File: src/rtl/proc_pkg.sv
// proc_pkg: shared definitions for the instruction sequencer.
//   - state_t      : sequencer FSM state encoding
//   - OP_*         : opcode values (IR[31:24])
//   - ALU_*        : ALUOP encodings driven to the datapath
//   - *_MSB/*_LSB  : instruction-register field positions
//   - ctrl_t       : decoded control bundle produced by op_decoder
package proc_pkg;

    typedef enum logic [2:0] {
        ST_IDLE      = 3'd0,
        ST_FETCH     = 3'd1,
        ST_DECODE    = 3'd2,
        ST_EXECUTE   = 3'd3,
        ST_WRITEBACK = 3'd4
    } state_t;

    localparam logic [7:0] OP_ADD   = 8'h00;
    localparam logic [7:0] OP_SUB   = 8'h01;
    localparam logic [7:0] OP_AND   = 8'h02;
    localparam logic [7:0] OP_OR    = 8'h03;
    localparam logic [7:0] OP_MOV   = 8'h04;
    localparam logic [7:0] OP_LOADI = 8'h05;

    localparam logic [2:0] ALU_FWD = 3'b000;
    localparam logic [2:0] ALU_ADD = 3'b001;
    localparam logic [2:0] ALU_AND = 3'b010;
    localparam logic [2:0] ALU_OR  = 3'b011;

    localparam int OPCODE_MSB = 31;
    localparam int OPCODE_LSB = 24;
    localparam int DEST_MSB   = 18;
    localparam int DEST_LSB   = 16;
    localparam int SRC1_MSB   = 10;
    localparam int SRC1_LSB   = 8;
    localparam int SRC2_MSB   = 2;
    localparam int SRC2_LSB   = 0;
    localparam int IMM_MSB    = 7;
    localparam int IMM_LSB    = 0;

    typedef struct packed {
        logic [2:0] aluop;
        logic       alusrc;   // 1 = register operand, 0 = immediate
        logic       nemux;    // negate second operand
        logic       legal;
    } ctrl_t;

    function automatic logic [7:0] ir_opcode(input logic [31:0] ir);
        return ir[OPCODE_MSB:OPCODE_LSB];
    endfunction

endpackage

File: src/rtl/op_decoder.sv
// op_decoder: purely combinational opcode-to-control translation.
//   opcode : IR[31:24]
//   ctrl   : ALUOP / ALUSRC / NEMUX plus a legal flag (0 for opcodes > 05)
module op_decoder
    import proc_pkg::*;
(
    input  logic [7:0] opcode,
    output ctrl_t      ctrl
);

    always_comb begin
        ctrl.aluop  = ALU_FWD;
        ctrl.alusrc = 1'b1;
        ctrl.nemux  = 1'b0;
        ctrl.legal  = 1'b1;
        case (opcode)
            OP_ADD:   ctrl.aluop = ALU_ADD;
            OP_SUB: begin
                ctrl.aluop = ALU_ADD;
                ctrl.nemux = 1'b1;
            end
            OP_AND:   ctrl.aluop = ALU_AND;
            OP_OR:    ctrl.aluop = ALU_OR;
            OP_MOV:   ctrl.aluop = ALU_FWD;
            OP_LOADI: ctrl.alusrc = 1'b0;
            default:  ctrl.legal = 1'b0;
        endcase
    end

endmodule

File: src/rtl/instr_sequencer.sv
// instr_sequencer: fetch/decode/execute/writeback sequencer.
//   CLK, RESET (async, active high)
//   IMEM_READ/IMEM_ADDR out, IMEM_BUSYWAIT/INSTRUCTION in : instruction fetch
//   WRITEENABLE, ALUOP, ALUSRC, NEMUX, DEST, SRC1, SRC2, IMMEDIATE : datapath control
//   PC : program counter, ILLEGAL : sticky illegal-opcode / fetch-timeout flag
// Every output comes straight from a flop.
module instr_sequencer
    import proc_pkg::*;
#(
    parameter logic [31:0] PC_RESET     = 32'd0,
    parameter int          IMEM_TIMEOUT = 8
) (
    input  logic        CLK,
    input  logic        RESET,
    output logic        IMEM_READ,
    output logic [31:0] IMEM_ADDR,
    input  logic        IMEM_BUSYWAIT,
    input  logic [31:0] INSTRUCTION,
    output logic        WRITEENABLE,
    output logic [2:0]  ALUOP,
    output logic        ALUSRC,
    output logic        NEMUX,
    output logic [2:0]  DEST,
    output logic [2:0]  SRC1,
    output logic [2:0]  SRC2,
    output logic [7:0]  IMMEDIATE,
    output logic [31:0] PC,
    output logic        ILLEGAL
);

    localparam int WAIT_W = $clog2(IMEM_TIMEOUT + 1);

    state_t              state_q, state_d;
    logic [31:0]         pc_q, pc_d;
    logic [31:0]         ir_q, ir_d;
    logic [WAIT_W-1:0]   wait_q, wait_d, wait_inc;
    logic                imem_read_q, imem_read_d;
    logic                we_q, we_d;
    logic                wb_en_q, wb_en_d;   // current instruction may write back
    logic [2:0]          aluop_q, aluop_d;
    logic                alusrc_q, alusrc_d;
    logic                nemux_q, nemux_d;
    logic [2:0]          dest_q, dest_d;
    logic [2:0]          src1_q, src1_d;
    logic [2:0]          src2_q, src2_d;
    logic [7:0]          imm_q, imm_d;
    logic                illegal_q, illegal_d;

    logic [7:0]          opcode;
    ctrl_t               dec_ctrl;
    logic                ir_unused;

    assign opcode    = ir_opcode(ir_q);
    // IR bits that no field maps to
    assign ir_unused = ^{ir_q[23:19], ir_q[15:11]};

    op_decoder u_op_decoder (
        .opcode (opcode),
        .ctrl   (dec_ctrl)
    );

    always_comb begin
        state_d     = state_q;
        pc_d        = pc_q;
        ir_d        = ir_q;
        wait_d      = wait_q;
        imem_read_d = imem_read_q;
        we_d        = 1'b0;
        wb_en_d     = wb_en_q;
        aluop_d     = aluop_q;
        alusrc_d    = alusrc_q;
        nemux_d     = nemux_q;
        dest_d      = dest_q;
        src1_d      = src1_q;
        src2_d      = src2_q;
        imm_d       = imm_q;
        illegal_d   = illegal_q;
        wait_inc    = wait_q + WAIT_W'(1);

        case (state_q)
            ST_IDLE: begin
                state_d     = ST_FETCH;
                imem_read_d = 1'b1;
            end
            ST_FETCH: begin
                if (!IMEM_BUSYWAIT) begin
                    ir_d        = INSTRUCTION;
                    wait_d      = '0;
                    imem_read_d = 1'b0;
                    state_d     = ST_DECODE;
                end else if (wait_inc == WAIT_W'(IMEM_TIMEOUT)) begin
                    // Abort the fetch: IR keeps its old contents, no write.
                    illegal_d   = 1'b1;
                    wait_d      = '0;
                    wb_en_d     = 1'b0;
                    imem_read_d = 1'b0;
                    state_d     = ST_WRITEBACK;
                end else begin
                    wait_d = wait_inc;
                end
            end
            ST_DECODE: begin
                aluop_d  = dec_ctrl.aluop;
                alusrc_d = dec_ctrl.alusrc;
                nemux_d  = dec_ctrl.nemux;
                dest_d   = ir_q[DEST_MSB:DEST_LSB];
                src1_d   = ir_q[SRC1_MSB:SRC1_LSB];
                src2_d   = ir_q[SRC2_MSB:SRC2_LSB];
                imm_d    = ir_q[IMM_MSB:IMM_LSB];
                wb_en_d  = dec_ctrl.legal;
                if (!dec_ctrl.legal) begin
                    illegal_d = 1'b1;
                end
                state_d  = ST_EXECUTE;
            end
            ST_EXECUTE: begin
                // Strobe is registered, so it is high exactly during WRITEBACK.
                we_d    = wb_en_q;
                state_d = ST_WRITEBACK;
            end
            ST_WRITEBACK: begin
                pc_d        = pc_q + 32'd4;
                imem_read_d = 1'b1;
                state_d     = ST_FETCH;
            end
            default: begin
                imem_read_d = 1'b0;
                state_d     = ST_IDLE;
            end
        endcase
    end

    always_ff @(posedge CLK or posedge RESET) begin
        if (RESET) begin
            state_q     <= ST_IDLE;
            pc_q        <= PC_RESET;
            ir_q        <= '0;
            wait_q      <= '0;
            imem_read_q <= 1'b0;
            we_q        <= 1'b0;
            wb_en_q     <= 1'b0;
            aluop_q     <= ALU_FWD;
            alusrc_q    <= 1'b1;
            nemux_q     <= 1'b0;
            dest_q      <= '0;
            src1_q      <= '0;
            src2_q      <= '0;
            imm_q       <= '0;
            illegal_q   <= 1'b0;
        end else begin
            state_q     <= state_d;
            pc_q        <= pc_d;
            ir_q        <= ir_d;
            wait_q      <= wait_d;
            imem_read_q <= imem_read_d;
            we_q        <= we_d;
            wb_en_q     <= wb_en_d;
            aluop_q     <= aluop_d;
            alusrc_q    <= alusrc_d;
            nemux_q     <= nemux_d;
            dest_q      <= dest_d;
            src1_q      <= src1_d;
            src2_q      <= src2_d;
            imm_q       <= imm_d;
            illegal_q   <= illegal_d;
        end
    end

    assign IMEM_READ   = imem_read_q;
    assign IMEM_ADDR   = pc_q;
    assign PC          = pc_q;
    assign WRITEENABLE = we_q;
    assign ALUOP       = aluop_q;
    assign ALUSRC      = alusrc_q;
    assign NEMUX       = nemux_q;
    assign DEST        = dest_q;
    assign SRC1        = src1_q;
    assign SRC2        = src2_q;
    assign IMMEDIATE   = imm_q;
    assign ILLEGAL     = illegal_q;

endmodule
File: config.mk
export PLATFORM = sky130hd
export DESIGN_NAME = instr_sequencer
export DESIGN_NICKNAME = d
export VERILOG_FILES = /design/src/rtl/proc_pkg.sv /design/src/rtl/op_decoder.sv /design/src/rtl/instr_sequencer.sv
export SDC_FILE = /design/constraint.sdc
export NUM_CORES = 1
export LEC_CHECK = 0
export BUFFER_PORTS_ARGS = -buffer_cell sky130_fd_sc_hd__buf_4
export CORE_MARGIN = 4
export CORE_UTILIZATION = 55
export CTS_CLUSTER_SIZE = 40
export DETAILED_ROUTE_END_ITERATION = 10
export GPL_TIMING_DRIVEN = 0
export PLACE_DENSITY = 0.89
export SLEW_MARGIN = 30
export SYNTH_ARGS = -nofsm -noshare
export SYNTH_HDL_FRONTEND = slang
export SYNTH_HIERARCHICAL = 1
export SYNTH_SLANG_ARGS = --single-unit
File: constraint.sdc
create_clock -name CLK -period 3.76 [get_ports CLK]
set_input_delay 0 -clock CLK [delete_from_list [all_inputs] [get_ports CLK]]
set_output_delay 0 -clock CLK [all_outputs]
set_load 0.005 [all_outputs]
==> results by group, run 1 <==
Run status
  • Run status: finished clean

Timing
  • Final Hold Viols: 0
  • Fin crit share: 54.6%
  • Worst-margin pin slew: ~840 ps
  • Final Critical Period: about 2100 ps
  • Skew final: approximately 10 ps
  • Max Fclk: 0.487 GHz
  • Final setup violation count: 0
  • RSZ-0062 raised after global routing: no
  • Setup_tns: 0 ps
  • Relative slew slack: between 40 and 50%
  • Max Slew Vio Count: 0

Critical path
  • Critical path type: reg -> reg
  • CP arrival: approximately 2300 ps
  • Worst setup path start: IMEM_ADDR[2]
  • Cell chain of the critical path: ha_1 > nand4bb_1 > nor3_1 > nand4_1 > xnor2_1
  • Critical Path Start Type: register
  • Worst r2r src: IMEM_ADDR[2]
  • Crit-path max FO: 7
  • Setup crit end kind: register
  • Critical Path RT: 3990 ps
  • Family with the most delay on the worst path: simple AND/OR/NAND/NOR gates
  • Worst path bufs/invs: 0
  • CP max stage delay: 730 ps
  • CP max-delay cell: nor3_1

Pwr
  • Power Density: approximately 580 mW/mm²
  • VDD IR max: around 0.41 mV
  • P_leak: between 2 and 3 nW

Global routing
  • First-pass GRT wire length: 14,600 µm
  • Largest net degree at the start of global routing: 51
  • Vias in the first global route: between 2k and 3k
  • Initial antenna violation count: 0
  • Gr usage total: a little over a fifth
  • GRT overflow: 0

Synthesis
  • Synthesized instance count: 310
  • Top_reg_cell synth: dfrtp_1
  • Number of synthesized flops with an enable pin: 0
  • Unique cell type count in the Yosys netlist: 44
  • Register area share after synthesis: approximately 54%
  • Yosys warns: 6
  • Post-synthesis cell area: between 0.003 and 0.004 mm²
  • Synth Area per Inst: about 12 µm²
  • Asr flop ratio synth: between 90% and 100%
  • Yosys reg bits: 82

Clocking
  • Clock Latency Late Sink: 350 ps
  • TritonCTS clock tree: built
  • Root Buffer: clkbuf_8
  • Worst-path clk slew: 90 ps
  • # resized after CTS: 0
  • CTS H-tree lvls: 3
  • CTS Buf Count: 9
  • Clk sinks: 82
  • CTS Buffer Depth: 2

Finish
  • Area growth from synthesis to layout: 37.2%
  • Register area: roughly 0.0021 mm²
  • Fillers: approximately 430
  • Most common cell after layout, fill and taps aside: buf_4
  • Multi-input gate area: approximately 0.0014 mm²
  • Most frequent cells in the layout: buf_4, dfrtp_1, mux2_2
  • Number of nets in the layout: 496
  • Share of post-route cells with drive strength above 1: 48.4%
  • Ant diodes: 0
  • Final Instance Count excl. Fillers: between 500 and 600

Drt
  • Wire length per cell: 16.0 µm
  • Via count of the routed design: ~2.8k
  • Final antenna-violating net count: 0
  • Residual DRC: 0
  • Total Wirelength: 8670 µm
  • Drt pass-1 iters: 4
  • Mean number of vias per cell: ~5.2
  • Initial drt markers: 75

Floorplan
  • Chip width: between 90 and 100 µm
  • Num rows: 30
  • Die Y: 91.4 µm
  • Area of the die: 0.00835 mm²
  • IO Count: around 120
  • Initial Util: roughly 57%
  • Core region area: 0.00676 mm²

Placement
  • Gpl congestion: about 0.78
  • IO buf count: around 110
  • Inst Count DP: about 500
  • Dpl hpwl: 6000 µm

Flow run
  • Max cap viols: 0

Worst hold path
  • Hold Path Class: in -> async
[through the flow]
step	total power (W)	instance area, µm²	hold WS [ps]	utilization, %	worst slack (ps)
floorplan	0.00191	3830	143	-	1650
global placement	0.00224	4750	233	70.4	844
detailed placement	0.00231	4780	123	70.7	1760
CTS	0.00307	5250	290	77.6	1750
global route	0.00323	5250	362	77.6	1510
finish	0.00305	5250	293	77.6	1710
[worst min-delay path: stages]
cell           delay [ps]
dlygate4sd3_1         540
buf_4                 140
inv_4                 440
[cell type report]
cell class | count | share of cell area [%]
clock buffer | 9 | 2.36
inverter | 7 | 0.549
sequential | 82 | 39.1
tap | 80 | 1.91
clock inverter | 7 | 2.00
buffer | 45 | 6.15
timing repair buffer | 134 | 20.6
multi-input combinational | 179 | 27.3
[power breakdown]
part	switching, W	internal, W
sequential	0.000213	0.00115
combinational	0.000369	0.000585
clock	0.000347	0.000386
[repair_timing]
| item | CTS | global route |
|---|---|---|
| hold endpoints to repair | 74 | 0 |
| setup buffers | 0 | 0 |
| hold buffers | 24 | 0 |
[flip-flops by register name (all words and copies together) (netlist names), 2 cells and up]
register   cells
ALUOP          3
DEST           3
IMEM_ADDR     30
IMMEDIATE      6
SRC1           3
SRC2           2
ir_q          22
state_q        3
wait_q         4
[per-layer routing]
metal  global-route usage, %  routed length (µm)  vias up
li1                        -                   -     1331
met1                    24.8                3410     1391
met2                    37.8                4440      105
met3                    6.79                 648       19
met4                    8.54                 172        0
met5                       0                   0        -
[cell usage after synthesis, types with 2 or more instances]
| cell type | number | area [µm²] |
|---|---|---|
| a21o_1 | 2 | 15.0 |
| a21oi_1 | 4 | 20.0 |
| and2_1 | 2 | 12.5 |
| and3_1 | 5 | 31.3 |
| and4_1 | 4 | 35.0 |
| buf_2 | 3 | 15.0 |
| buf_4 | 40 | 300 |
| clkbuf_1 | 2 | 7.51 |
| conb_1 | 2 | 7.51 |
| dfrtp_1 | 81 | 2030 |
| ha_1 | 3 | 37.5 |
| inv_1 | 7 | 26.3 |
| mux2_2 | 42 | 473 |
| mux2i_1 | 2 | 20.0 |
| nand2_1 | 17 | 63.8 |
| nand3_1 | 9 | 45.0 |
| nand3b_1 | 2 | 15.0 |
| nand4_1 | 15 | 93.8 |
| nor2_1 | 8 | 30.0 |
| nor3_1 | 2 | 10.0 |
| nor4_4 | 2 | 42.5 |
| o211ai_1 | 2 | 15.0 |
| o21ai_0 | 3 | 15.0 |
| or2_2 | 2 | 12.5 |
| or3b_1 | 2 | 17.5 |
| xnor2_1 | 25 | 219 |
| xor2_1 | 5 | 43.8 |
[worst paths after layout]
path,end,slack (ps),depth (start not counted)
setup / recovery,IMEM_ADDR[22],1710,5
max in group asynchronous,ALUSRC,2810,4
hold / removal,IMEM_ADDR[23],290,3
hold reg to reg,ILLEGAL,500,2
setup reg to reg,IMEM_ADDR[22],1710,5
min in group CLK,ir_q[26],430,3
[cell families after synthesis]
| family | synth area share (%) |
|---|---|
| flip-flops | 53.7 |
| AND/OR/NAND/NOR | 13.2 |
| buffers and inverters | 9.13 |
| multiplexers | 12.9 |
| XOR/XNOR | 6.87 |
| AO/OA/AOI/OAI | 3.01 |
| adder cells (fa/ha/maj) | 0.982 |
| other | 0.196 |
(Power assumes the default switching activity.)
==> run 2: changes to the inputs <==
--- a/config.mk
+++ b/config.mk
@@ -5,13 +5,14 @@
 export SDC_FILE = /design/constraint.sdc
 export NUM_CORES = 1
 export LEC_CHECK = 0
+export ABC_AREA = 1
 export BUFFER_PORTS_ARGS = -buffer_cell sky130_fd_sc_hd__buf_4
 export CORE_MARGIN = 4
-export CORE_UTILIZATION = 55
+export CORE_UTILIZATION = 47
 export CTS_CLUSTER_SIZE = 40
 export DETAILED_ROUTE_END_ITERATION = 10
 export GPL_TIMING_DRIVEN = 0
-export PLACE_DENSITY = 0.89
+export PLACE_DENSITY = 0.8
 export SLEW_MARGIN = 30
 export SYNTH_ARGS = -nofsm -noshare
 export SYNTH_HDL_FRONTEND = slang
==> constraint.sdc (replaced) <==
create_clock -name CLK -period 1.71 [get_ports CLK]
set_input_delay 0 -clock CLK [delete_from_list [all_inputs] [get_ports CLK]]
set_output_delay 0 -clock CLK [all_outputs]
set_load 0.005 [all_outputs]
==> results by group, run 2 <==
Run status
  • Run status: finished clean

Critical path
  • Critical Path RT: 1960 ps (-2030 ps)
  • Critical path type: reg -> reg
  • CP max-delay cell: dfrtp_1
  • Cell chain of the critical path: inv_2 > nand2_1 > nor2_4 > inv_2 > clkbuf_1 > o21ai_0
  • Setup crit end kind: register
  • CP arrival: 1790 ps (-500 ps)
  • Critical Path Start Type: register
  • CP max stage delay: 430 ps (-300 ps)
  • Critical path's most frequent cell: inv_2
  • Crit-path max FO: 10 (+3)

Finish
  • Final Cell Area: 0.00557 mm² (+6.1%)
  • Area growth from synthesis to layout: 35.0%
  • Share of post-route cells with drive strength above 1: 33.7% (-15 points)
  • Fillers: 647 (+51%)
  • Number of nets in the layout: 663 (+34%)
  • Max FFs per register: 30 (unchanged)
  • Most frequent cells in the layout: buf_4, nand2_1, dfrtp_1
  • Most common cell after layout, fill and taps aside: buf_4
  • Ant diodes: 0 (unchanged)
  • Multi-input gate area: 0.00153 mm² (+7.0%)
  • Register area: 0.00205 mm² (unchanged)

Flow run
  • Max cap viols: 0 (unchanged)

Timing
  • Final Critical Period: 1540 ps (-509 ps)
  • Setup_tns: 0 ps (unchanged)
  • RSZ-0062 raised after global routing: no
  • Fin crit share: 90.3% (+36 points)
  • Final setup violation count: 0 (unchanged)
  • Skew final: 12.7 ps (+2.68 ps)
  • Final Hold Viols: 0 (unchanged)
  • Max Slew Vio Count: 0 (unchanged)
  • Max Fclk: 0.647 GHz (+33%)

Placement
  • Dpl hpwl: 6890 µm (+15%)
  • DP Area: 0.00516 mm² (+8.0%)
  • IO buf count: 109 (unchanged)
  • Gpl congestion: 0.787 (+1.1%)

Pwr
  • Cell Int Power: 0.00418 W (+97%)
  • P_leak: 2.91 nW (+13%)
  • VDD IR max: 0.721 mV (+75%)
  • NetSw: 0.00226 W (+140%)
  • Combinational power share: 34.3% (+3.0 points)
  • Sequential share of power: 45.6% (+0.9 points)
  • Sw frac: 35.1% (+4.7 points)
  • Power Density: 1160 mW/mm² (+99%)
  • Clock power share: 20.0% (-4.0 points)

Drt
  • Mean number of vias per cell: 4.83 (-7.8%)
  • Via count of the routed design: 3,552 (+25%)
  • Final antenna-violating net count: 0 (unchanged)
  • Wire length per cell: 12.7 µm (-20%)
  • Initial drt markers: 100 (+33%)
  • Total Wirelength: 9360 µm (+7.9%)
  • Residual DRC: 0 (unchanged)
  • Drt pass-1 iters: 5 (+1)

Synthesis
  • Synth Area per Inst: 8.66 µm² (-30%)
  • Number of synthesized flops with an enable pin: 0 (unchanged)
  • Synthesized instance count: 476 (+54%)
  • Largest area contributor in the netlist: dfrtp_1
  • Unique cell type count in the Yosys netlist: 32 (-27%)
  • Synth area leaders: dfrtp_1, nand2_1, buf_4, inv_1, nor2_1
  • Register area share after synthesis: 49.8% (-3.9 points)
  • Yosys warns: 6 (unchanged)
  • Post-synthesis cell area: 0.00412 mm² (+7.9%)
  • Asr flop ratio synth: 100% (unchanged)
  • Synth cell count leaders: nand2_1, dfrtp_1, inv_1
  • Share of the synthesized area in the top cell type: 49.2% (-3.9 points)
  • Yosys reg bits: 82 (unchanged)
  • Cell with the most instances after synthesis: nand2_1
  • Top_reg_cell synth: dfrtp_1

Global routing
  • GRT overflow: 0 (unchanged)
  • Met3 Use GR: 5.79% (-1.0 points)
  • Met2 global-route usage: 33.5% (-4.3 points)
  • Vias in the first global route: 3,456 (+16%)
  • Busiest grt layer: met2
  • First-pass GRT wire length: 15,500 µm (+6.7%)
  • Routing usage on met1: 22.3% (-2.5 points)
  • Initial antenna violation count: 0 (unchanged)
  • Largest net degree at the start of global routing: 27 (-47%)
  • Gr usage total: 18.9% (-2.9 points)

Clocking
  • Clk sinks: 82 (unchanged)
  • Worst-path clk slew: 90 ps (about the same)
  • CTS Hold Buffers Added: 23 (-4.2%)
  • CTS Buf Count: 9 (unchanged)
  • # resized after CTS: 0 (unchanged)
  • Post-CTS setup buffer count: 0 (unchanged)
  • TritonCTS clock tree: built
  • Clock Latency Late Sink: 350 ps (about the same)
  • Root Buffer: clkbuf_8
  • CTS H-tree lvls: 3 (unchanged)
  • CTS Buffer Depth: 2 (unchanged)

Floorplan
  • Die Y: 102 µm (+11%)
  • Area of the die: 0.0103 mm² (+24%)
  • Initial Util: 49.2% (-7.4 points)
  • Core region area: 0.00838 mm² (+24%)
  • Num rows: 33 (+10%)
  • Chip width: 102 µm (+11%)
  • IO Count: 124 (unchanged)

Worst hold path
  • Hold Path Class: in -> reg
==> run 2: cells by family after synthesis <==
kind of cell             Yosys count  share of synthesized area (%)
buffers and inverters            103                           13.3
adder cells (fa/ha/maj)            3                          0.910
other                              2                          0.182
flip-flops                        82                           49.8
XOR/XNOR                          17                           3.61
AO/OA/AOI/OAI                     35                           5.16
multiplexers                       8                           2.18
AND/OR/NAND/NOR                  226                           24.8
==> run 2: path summary, 6_finish.rpt <==
| kind | startpoint | endpoint | slack (ps) | cells past startpoint |
|---|---|---|---|---|
| worst max-delay path | state_q[2] | DEST[1] | 170 | 6 |
| worst min-delay path | IMEM_BUSYWAIT | state_q[2] | 120 | 5 |
| worst max register to register | state_q[2] | DEST[1] | 170 | 6 |
| worst min register to register | ILLEGAL | ILLEGAL | 470 | 2 |
| max in group asynchronous | RESET | ALUSRC | 730 | 5 |
| min in group asynchronous | RESET | wait_q[0] | 230 | 3 |
==> run 2: power groups by stage <==
stage / Sequential, W / Combinational, W / Clock, W
floorplan: 0.00290 / 0.00130 / 0
global placement: 0.00294 / 0.00205 / 0
detailed placement: 0.00295 / 0.00217 / 0
CTS: 0.00293 / 0.00221 / 0.00133
global route: 0.00301 / 0.00246 / 0.00140
finish: 0.00294 / 0.00221 / 0.00129
==> run 2: layout make-up <==
class	count	area share, %
clock inverter	6	0.922
sequential	82	36.9
tap	105	2.36
timing repair buffer	135	20.1
multi-input combinational	294	27.5
buffer	44	5.87
inverter	59	4.07
clock buffer	10	2.29
==> run 2: through the flow <==
stage	power [W]	setup WS [ps]	instances	util, %	hold slack, ps
floorplan	0.00420	343	479	-	150
global placement	0.00499	233	693	60.7	234
detailed placement	0.00512	181	696	61.5	50.7
CTS	0.00646	167	735	66.4	91.5
global route	0.00687	31.9	735	66.4	121
finish	0.00644	166	735	66.4	122
==> run 2: per-layer routing <==
layer	routed length [µm]	part of all wire, %
met3	730	7.8
met4	70	0.75
met2	4810	51
met5	0	0
met1	3740	40
==> run 2: worst max-delay path, delay by kind of cell, from the launching register on <==
kind,cells,cell delay (ps)
buffers and inverters,3,470
DFF,1,430
and+or+nand+nor,2,280
AOI/OAI and AO/OA,1,260
